**config.mk**
```make
export PLATFORM = sky130hd
export DESIGN_NAME = alu_seq_ctrl
export DESIGN_NICKNAME = d
export VERILOG_FILES = /design/src/rtl/alu_pkg.sv /design/src/rtl/alu_flag_reg.sv /design/src/rtl/alu_seq_ctrl.sv
export SDC_FILE = /design/constraint.sdc
export NUM_CORES = 1
export LEC_CHECK = 0
export ABC_CLOCK_PERIOD_IN_PS = 1800
export CORE_UTILIZATION = 39
export CTS_BUF_LIST = sky130_fd_sc_hd__clkbuf_4
export DETAILED_ROUTE_END_ITERATION = 8
export GPL_TIMING_DRIVEN = 0
export PLACE_DENSITY_LB_ADDON = 0.08
export SYNTH_ARGS = -nofsm -noshare
export SYNTH_HDL_FRONTEND = slang
export SYNTH_SLANG_ARGS = --single-unit
export TNS_END_PERCENT = 50
```
**constraint.sdc**
```tcl
create_clock -name clk -period 1.8 [get_ports clk]
set_clock_uncertainty 0.05 [all_clocks]
set_input_delay 0.54 -clock clk [delete_from_list [all_inputs] [get_ports clk]]
set_output_delay 0.54 -clock clk [all_outputs]
set_load 0.005 [all_outputs]
```
**src/rtl/alu_pkg.sv**
```systemverilog
// Shared definitions for the ALU issue/writeback controller.
// Holds the opcode and CZ field encodings, the FSM state type and the
// 6-bit immediate sign-extension helper used by ADI.
package alu_pkg;

  localparam logic [3:0] OP_ADD  = 4'b0000;
  localparam logic [3:0] OP_ADI  = 4'b0001;
  localparam logic [3:0] OP_NAND = 4'b0010;
  localparam logic [3:0] OP_BEQ  = 4'b1100;

  localparam logic [1:0] CZ_NONE = 2'b00;
  localparam logic [1:0] CZ_C    = 2'b10;
  localparam logic [1:0] CZ_Z    = 2'b01;

  typedef enum logic [1:0] {
    StIdle,
    StRd,
    StEx,
    StWb
  } state_e;

  function automatic logic [15:0] sext6(input logic [5:0] imm);
    return {{10{imm[5]}}, imm};
  endfunction

endpackage

```
**src/rtl/alu_flag_reg.sv**
```systemverilog
// Architectural carry/zero flag storage.
// Ports:
//   clk, rst_n     - clock, asynchronous active-low reset (flags clear to 0)
//   we_c, we_z     - independent write enables for C and Z
//   c_new, z_new   - values written when the matching enable is high
//   flag_c, flag_z - current flag values
module alu_flag_reg (
  input  logic clk,
  input  logic rst_n,
  input  logic we_c,
  input  logic we_z,
  input  logic c_new,
  input  logic z_new,
  output logic flag_c,
  output logic flag_z
);

  always_ff @(posedge clk or negedge rst_n) begin
    if (!rst_n) begin
      flag_c <= 1'b0;
      flag_z <= 1'b0;
    end else begin
      if (we_c) flag_c <= c_new;
      if (we_z) flag_z <= z_new;
    end
  end

endmodule

```
**src/rtl/alu_seq_ctrl.sv**
```systemverilog
// Multicycle issue/writeback controller driving a 16-bit ALU.
// Accepts one instruction per handshake in IDLE, reads RA/RB from the
// register file (RD), runs the ALU (EX) and writes back / updates flags (WB).
// Ports:
//   clk, rst_n                    - clock, asynchronous active-low reset
//   instr_valid/instr_ready/instr - instruction handshake (ready only in IDLE)
//   rf_a1, rf_a2, rf_d1, rf_d2    - register file read ports (RA, RB)
//   alu_in1, alu_in2, alu_op      - ALU operands (registered) and op (0 add, 1 nand)
//   alu_out, alu_carry, alu_zero, alu_cmp - ALU results
//   rf_we, rf_a3, rf_d3           - one-cycle writeback strobe, address, data
//   flag_c, flag_z                - architectural flags
//   done, skipped, illegal        - completion pulse and its qualifiers
//   br_taken, br_off              - BEQ outcome, present only with ALU_BEQ_EN
// Optional feature macro: ALU_BEQ_EN enables opcode 1100 (BEQ).
module alu_seq_ctrl
  import alu_pkg::*;
#(
  parameter int unsigned DW = 16,
  parameter int unsigned RW = 3
) (
  input  logic          clk,
  input  logic          rst_n,
  input  logic          instr_valid,
  output logic          instr_ready,
  input  logic [15:0]   instr,
  output logic [RW-1:0] rf_a1,
  output logic [RW-1:0] rf_a2,
  input  logic [DW-1:0] rf_d1,
  input  logic [DW-1:0] rf_d2,
  output logic [DW-1:0] alu_in1,
  output logic [DW-1:0] alu_in2,
  output logic          alu_op,
  input  logic [DW-1:0] alu_out,
  input  logic          alu_carry,
  input  logic          alu_zero,
  input  logic          alu_cmp,
  output logic          rf_we,
  output logic [RW-1:0] rf_a3,
  output logic [DW-1:0] rf_d3,
  output logic          flag_c,
  output logic          flag_z,
  output logic          done,
  output logic          skipped,
  output logic          illegal
`ifdef ALU_BEQ_EN
  ,
  output logic          br_taken,
  output logic [5:0]    br_off
`endif
);

  state_e state_q, state_d;
  logic [15:0]   instr_q;
  logic [DW-1:0] op1_q, op2_q, res_q;
  logic          carry_q, zero_q;
  // skip_q: no writeback and no flag change (condition false or illegal)
  logic          skip_q, ill_q;

  logic [3:0]    opcode;
  logic [RW-1:0] ra, rb, rc;
  logic [1:0]    cz;
  logic [5:0]    imm6;
  logic          is_add, is_adi, is_nand, is_beq, is_rtype;
  logic          legal, cond_ok, exec;
  logic          we_c, we_z;

  assign opcode = instr_q[15:12];
  assign ra     = instr_q[11:9];
  assign rb     = instr_q[8:6];
  assign rc     = instr_q[5:3];
  assign cz     = instr_q[1:0];
  assign imm6   = instr_q[5:0];

  assign is_add   = (opcode == OP_ADD);
  assign is_adi   = (opcode == OP_ADI);
  assign is_nand  = (opcode == OP_NAND);
  assign is_rtype = is_add | is_nand;

`ifdef ALU_BEQ_EN
  logic cmp_q;
  assign is_beq = (opcode == OP_BEQ);
`else
  logic unused_cmp;
  assign is_beq     = 1'b0;
  assign unused_cmp = alu_cmp;
`endif

  // CZ only qualifies R-type; ADI and BEQ reuse those bits as immediate.
  always_comb begin
    cond_ok = 1'b1;
    if (cz == CZ_C)      cond_ok = flag_c;
    else if (cz == CZ_Z) cond_ok = flag_z;
  end

  assign legal = is_adi | is_beq | (is_rtype & (cz != 2'b11));
  assign exec  = legal & (~is_rtype | cond_ok);

  assign rf_a1   = ra;
  assign rf_a2   = rb;
  assign alu_in1 = op1_q;
  assign alu_in2 = op2_q;

  always_ff @(posedge clk or negedge rst_n) begin
    if (!rst_n) begin
      state_q <= StIdle;
      instr_q <= '0;
      op1_q   <= '0;
      op2_q   <= '0;
      res_q   <= '0;
      carry_q <= 1'b0;
      zero_q  <= 1'b0;
      skip_q  <= 1'b0;
      ill_q   <= 1'b0;
`ifdef ALU_BEQ_EN
      cmp_q   <= 1'b0;
`endif
    end else begin
      state_q <= state_d;
      if (state_q == StIdle && instr_valid) instr_q <= instr;
      if (state_q == StRd) begin
        op1_q  <= rf_d1;
        op2_q  <= is_adi ? sext6(imm6) : rf_d2;
        skip_q <= ~exec;
        ill_q  <= ~legal;
      end
      if (state_q == StEx) begin
        res_q   <= alu_out;
        carry_q <= alu_carry;
        zero_q  <= alu_zero;
`ifdef ALU_BEQ_EN
        cmp_q   <= alu_cmp;
`endif
      end
    end
  end

  always_comb begin
    state_d     = state_q;
    instr_ready = 1'b0;
    alu_op      = 1'b0;
    rf_we       = 1'b0;
    rf_a3       = '0;
    rf_d3       = '0;
    done        = 1'b0;
    skipped     = 1'b0;
    illegal     = 1'b0;
    we_c        = 1'b0;
    we_z        = 1'b0;
`ifdef ALU_BEQ_EN
    br_taken    = 1'b0;
    br_off      = '0;
`endif
    unique case (state_q)
      StIdle: begin
        instr_ready = 1'b1;
        if (instr_valid) state_d = StRd;
      end
      StRd: state_d = exec ? StEx : StWb;
      StEx: begin
        alu_op  = is_nand;
        state_d = StWb;
      end
      StWb: begin
        done    = 1'b1;
        skipped = skip_q;
        illegal = ill_q;
        rf_we   = ~skip_q & ~is_beq;
        rf_a3   = is_adi ? rb : rc;
        rf_d3   = res_q;
        we_c    = rf_we & ~is_nand;
        we_z    = rf_we;
`ifdef ALU_BEQ_EN
        br_taken = is_beq & cmp_q;
        br_off   = is_beq ? imm6 : 6'd0;
`endif
        state_d = StIdle;
      end
    endcase
  end

  alu_flag_reg u_flags (
    .clk    (clk),
    .rst_n  (rst_n),
    .we_c   (we_c),
    .we_z   (we_z),
    .c_new  (carry_q),
    .z_new  (zero_q),
    .flag_c (flag_c),
    .flag_z (flag_z)
  );

endmodule

```
==> results.cfg, run 1 <==
[outcome]
outcome = finished, violations left
violations = setup timing

[sta]
period_minus_slack_ps = 2370
tightest_slew_ps = 448
setup_viol = 25
setup_ws_ps = -573
clock.fmax_mhz = 421
slew_viol_final = 0
hold_violations = 0
relSlewSlack_pct = 70.1
fin_crit_sh_pct = 132
setup_tns_ps = -7400
rsz0062_at_grt = true

[yosys]
synth_top_cells_by_area = dfrtp_1, mux2_2, and2_1
synth_top_area_share_pct = 57.6
netlist_area_mm2 = 0.00313
yosys_warnings = 0
synth_top_area_cell = dfrtp_1
synth_edf_count = 0
syn_area_per_cell_um2 = 12.4
ys_types = 27
yosysSeqAreaShare_pct = 57.6
synthCells = 253
ys_seq_elements = 72
async_reset_ff_share_pct = 100
mappedNetlistNets = 327
synth-main-ff-cell = dfrtp_1

[route]
wl_per_cell_um = 14.4
firstDrtPassIters = 4
drc = 0
drt_wl_total_um = 7840
drt_iter0_markers = 57
ant_nets = 0
vias_per_cell = 4.73
num_vias = 2567

[pwr]
power_mw = 8.49
p_int_mw = 5.78
combPwrFrac_pct = 54.2
p_per_area_mw_per_mm2 = 1630
p_clk_share_pct = 11.0
switching_power_mw = 2.71
seq_power_share_pct = 34.8
max-vdd-ir-drop_uv = 898
switching_share_pct = 31.9
leakage_nw = 2.38

[setup_path]
cpPeakStageDelay_ps = 580
cpMaxStageDelayCell = or4b_4
crit_type = reg -> out
crit_path_end_kind = output pin
path_cells = or4b_4 -> buf_8 -> nand2_4 -> a21boi_2 -> buf_2
cp.arrival_ps = 1780
r2r_setup_slack_ps = 50
worst_ep_required_time_ps = 1210
cp.buffers_inverters = 2
cp_top_family = simple AND/OR/NAND/NOR gates
cp_max_fo = 4
startpoint_type = flip-flop

[finish]
antennaDiodeCount = 0
final_net_count = 511
drive_gt1_share_pct = 44.7
synthToLayoutAreaGrowth_pct = 67.0

[floorplan]
fp-row-count = 32
io_pins = 135
dieArea_mm2 = 0.00838
core_mm2 = 0.00773
dieHeight_um = 91.6
initial_utilization_pct = 40.5
die_width_um = 91.6

[global_route]
grt_pass1_vias = 2672
antenna_found_initial = 0
grt_max_degree = 40
grt_pass1_wl_um = 12600
gr-usage-all-layers_pct = 19.3
overflow = 0

[clocking]
clk_pin_slew_ps = 120
cts-root-buf = clkbuf_4
cts_buffers = 9
clockBufferDepth = 2
ctsHoldBuffers = 0
numClockSinks = 72
cts_tree = yes
htreeDepth = 3
clkLatencyLatePin_ps = 400

[hold_path]
hp-class = in -> async

[placed_design]
port_buffers = 133
hpwl_um = 5320
place_congestion = 0.718

[job]
max-cap-violations = 0
cell usage in the layout, fill, tap and decap left out, drive strengths merged:
cell type	netlist	routed
nand2	31	31
clkdlybuf4s50	0	67
a31o	1	1
nor2	16	16
nor3	1	1
clkbuf	6	12
dfrtp	72	72
a31oi	16	16
o21ai	2	2
and2	18	18
a21boi	4	4
a41o	1	1
clkinv	0	5
dlygate4sd2	0	35
mux2	52	52
nor2b	2	2
o31ai	1	1
o221ai	1	1
o22ai	1	1
inv	5	5
ha	4	4
buf	14	88
or4b	1	1
nand2b	1	1
bufinv	0	1
nor4b	1	1
a2111oi	1	1
and3	1	1
worst paths after layout:
kind,start,to,cells after the start
min in group clk,alu_in1[15],alu_in1[15],1
min reg2reg,alu_in1[15],alu_in1[15],1
min,rst_n,alu_in2[9],1
max,instr_q[13],rf_a3[0],5
max in group asynchronous,rst_n,state_q[0],2
max reg2reg,state_q[0],instr_q[9],8
final cells by class:
type,instances,area (um^2)
flip-flops and latches,72,1810
plain buffers,18,161
clock buffers,9,67.6
well taps,102,128
clock inverters,6,51.3
inverters,5,23.8
fillers,641,2500
repair buffers,175,1660
multi-input cells,156,1320
cells by family (layout without fill, tap and decap cells):
| family | count (synthesis) | count (layout) | share of synthesized area [%] |
|---|---|---|---|
| fa+ha+maj | 4 | 4 | 1.60 |
| buf+inv | 25 | 213 | 4.32 |
| mux | 52 | 52 | 18.7 |
| simple gates | 72 | 72 | 11.5 |
| flops | 72 | 72 | 57.6 |
| compound gates | 28 | 28 | 6.28 |
state kept, by name (all words and copies together) (netlist names):
register / flops
zero_q: 1
skip_q: 1
u_flags.flag_z: 1
instr_q: 16
state_q: 2
alu_in2: 16
ill_q: 1
u_flags.flag_c: 1
res_q: 16
alu_in1: 16
carry_q: 1
synthesized netlist by cell type, types with 2 or more instances:
cell      number
buf_2          6
nand2_1       30
ha_1           4
buf_4          7
clkbuf_1       6
a21boi_0       4
and2_1        18
o21ai_0        2
a31oi_1       16
dfrtp_1       72
nor2b_1        2
mux2_2        52
nor2_1        16
inv_1          5
worst register-to-register path, stage by stage, from the launching register on:
cell and delay [ps]:
dfrtp_2 420, buf_6 120, inv_4 30, buf_6 100, ha_4 150, buf_4 140, nand2_4 120, buf_8 160
mux2_2 340
routing by layer:
metal / track usage, % / wire length, um / up-vias
met5: 0 / 0 / -
met1: 24.3 / 3340 / 1240
met2: 32.2 / 3890 / 83
met3: 4.27 / 498 / 10
met4: 7.54 / 107 / 0
li1: - / - / 1234
power by group through the flow:
stage	Combinational (mW)	Sequential (mW)	Clock, mW
3_3_place_gp	3.67	2.97	0
4_1_cts	4.31	2.94	0.971
6_report	4.60	2.96	0.933
5_1_grt	4.98	3.07	1.02
2_1_floorplan	1.90	2.94	0
3_5_place_dp	3.73	3.01	0
metrics by stage:
step / cells / instance area [um^2] / hold slack, ps / util, % / setup slack, ps
6_report: 543 / 5220 / 9.43 / 67.6 / -573
5_1_grt: 543 / 5220 / 29.3 / 67.6 / -641
4_1_cts: 538 / 5090 / 7.25 / 65.9 / -586
3_5_place_dp: 489 / 4610 / 438 / 59.7 / -738
3_3_place_gp: 488 / 4590 / 431 / 59.4 / -2470
2_1_floorplan: 253 / 3130 / 194 / - / -43.0
what timing repair did:
action | CTS | global route
setup buffers | 33 | 9
gates cloned | 1 | 0
gates resized for setup | 213 | 47
setup endpoints to repair | 88 | 58
pin swaps | 6 | 8
No activity file was read; power rests on OpenSTA's default activity.
==> inputs of run 2 (changes only) <==
==> constraint.sdc (replaced) <==
create_clock -name clk -period 1.8 [get_ports clk]
set_clock_uncertainty 0.05 [all_clocks]
set_input_delay 0.18 -clock clk [delete_from_list [all_inputs] [get_ports clk]]
set_output_delay 0.18 -clock clk [all_outputs]
set_load 0.005 [all_outputs]
==> run 2 against run 1 <==
- utilization shrank 0.19 points
- clock power is 5.1% higher
- fmax grew 18%
- the run still ends with setup timing left
- total power is 0.89% higher
- critical path type unchanged
- cell count shrank 1.3%
- non-clock buffer count fell by 8
==> results.cfg, run 2 (same netlist as run 1, synthesis figures left out) <==
[setup_path]
reg2reg_depth = 5
cpPeakStageDelay_ps = 430
cpMaxStageDelayCell = dfrtp_2
endpoint = rf_a3[2]
worst_ep_required_time_ps = 1570
crit_type = reg -> out
crit_start = instr_q[13]
path_cells = buf_6 -> nor4b_4 -> buf_4 -> nand2_2 -> a21boi_1 -> buf_2
crit_path_end_kind = output pin
cp_max_fo = 3
startpoint_type = flip-flop
r2r_setup_slack_ps = 50
cp.arrival_ps = 1790
timing.rr.start = instr_q[14]
reg2reg_to = state_q[0]

[clocking]
cts_buffers = 9
numClockSinks = 72
htreeDepth = 3
cts-root-buf = clkbuf_4
clockBufferDepth = 2
cts_tree = yes
clkLatencyLatePin_ps = 420
clk_pin_slew_ps = 130

[placed_design]
place_ws_ps = -354
placed_cells_incl_taps = 489
port_buffers = 133
place_congestion = 0.697
post_dp_cell_area_mm2 = 0.00461
hpwl_um = 5210

[route]
firstDrtPassIters = 4
ant_nets = 0
num_vias = 2525
drc = 0
drt_wl_total_um = 7890
wl_per_cell_um = 14.7
vias_per_cell = 4.71
drt_iter0_markers = 77

[pwr]
p_int_mw = 5.86
power_mw = 8.57
p_per_area_mw_per_mm2 = 1640
p_clk_share_pct = 11.4
seq_power_share_pct = 34.9
max-vdd-ir-drop_uv = 834
switching_power_mw = 2.70
switching_share_pct = 31.5
combPwrFrac_pct = 53.6
leakage_nw = 2.29

[sta]
rsz0062_at_grt = true
hold_violations = 0
relSlewSlack_pct = 73.0
period_minus_slack_ps = 2020
tightest_slew_ps = 404
slew_viol_final = 0
setup_viol = 21
setup_ws_ps = -215
holdWs_ps = 154
clock.fmax_mhz = 496
fin_crit_sh_pct = 112

[finish]
instances_no_fill = 536
drive_gt1_share_pct = 41.9
synthToLayoutAreaGrowth_pct = 66.5
final_cell_mix = clkdlybuf4s50_1, dfrtp_1, mux2_2, buf_6, buf_4
fin_area_mm2 = 0.00521
final_net_count = 503
layout_commonest_cell = clkdlybuf4s50_1
antennaDiodeCount = 0

[hold_path]
hp-class = in -> async

[floorplan]
fp-row-count = 32
dieHeight_um = 91.6
dieArea_mm2 = 0.00838
core_mm2 = 0.00773
initial_utilization_pct = 40.5
die_width_um = 91.6
io_pins = 135

[global_route]
grt_pass1_vias = 2581
antenna_found_initial = 0
grt_pass1_wl_um = 12700
gr-usage-all-layers_pct = 19.6
overflow = 0
grt_max_degree = 46

[outcome]
violations = setup timing
outcome = finished, violations left

[job]
max-cap-violations = 0
[run 2: cell types whose count changed in the layout (fill, tap and decap cells not counted), moves of 2 or more]
cell,previous run,this run
nand2_4,3,1
buf_8,4,1
clkdlybuf4s50_1,67,107
buf_6,37,34
inv_2,0,2
clkinvlp_4,0,2
and2_4,18,16
and2_1,0,2
dlygate4sd2_1,35,2
inv_4,2,0
buf_4,40,26
nand2_1,25,22
nand2_2,3,8
[run 2: what timing repair did]
action	CTS	global route
setup buffers	27	6
endpoints found under the hold margin	72	0
pin swaps	6	6
gates resized for setup	154	43
hold buffers	1	0
cloned	1	1
setup endpoints to repair	48	61
[run 2: worst max-delay path: cells and delay by family (launching register included)]
| family | cells | cell delay [ps] |
|---|---|---|
| compound gates | 1 | 130 |
| simple gates | 2 | 380 |
| flops | 1 | 430 |
| buf+inv | 3 | 440 |
[run 2: per-layer routing]
metal	vias to the layer above	share of wire (%)	GRT usage, %
met1	1198	43	26.1
met2	95	47	30.2
met4	0	2.0	9.13
met3	14	7.5	4.52
li1	1218	-	-
met5	-	0	0
[run 2: power by group through the flow]
stage	registers, mW	logic (mW)	clock network, mW
4_1_cts	2.96	4.36	1.02
2_1_floorplan	2.94	1.89	0
3_3_place_gp	2.97	3.66	0
3_5_place_dp	3.01	3.73	0
5_1_grt	3.10	4.98	1.07
6_report	2.99	4.59	0.981
[run 2: stage by stage]
step,TNS (ps),util [%]
4_1_cts,-1970,65.4
3_5_place_dp,-8100,59.7
3_3_place_gp,-157930,59.4
2_1_floorplan,0,-
6_report,-1540,67.4
5_1_grt,-3090,67.4
[run 2: worst min path at each step]
stage	end	depth (start not counted)	slack, ps
after global placement	res_q[8]	1	430
after global routing	alu_in2[5]	2	180
after floorplan	alu_in1[0]	0	-170
after detailed placement	alu_in2[5]	1	80
after CTS	alu_in2[5]	2	140
final	alu_in2[5]	2	150
[run 2: final cells by class]
type,count,area (um^2)
Buffer,17,143
Multi-Input combinational cell,156,1310
Tap cell,102,128
Clock buffer,9,67.6
Fill cell,612,2520
Timing Repair Buffer,168,1670
Inverter,5,18.8
Clock inverter,7,62.6
Sequential cell,72,1810
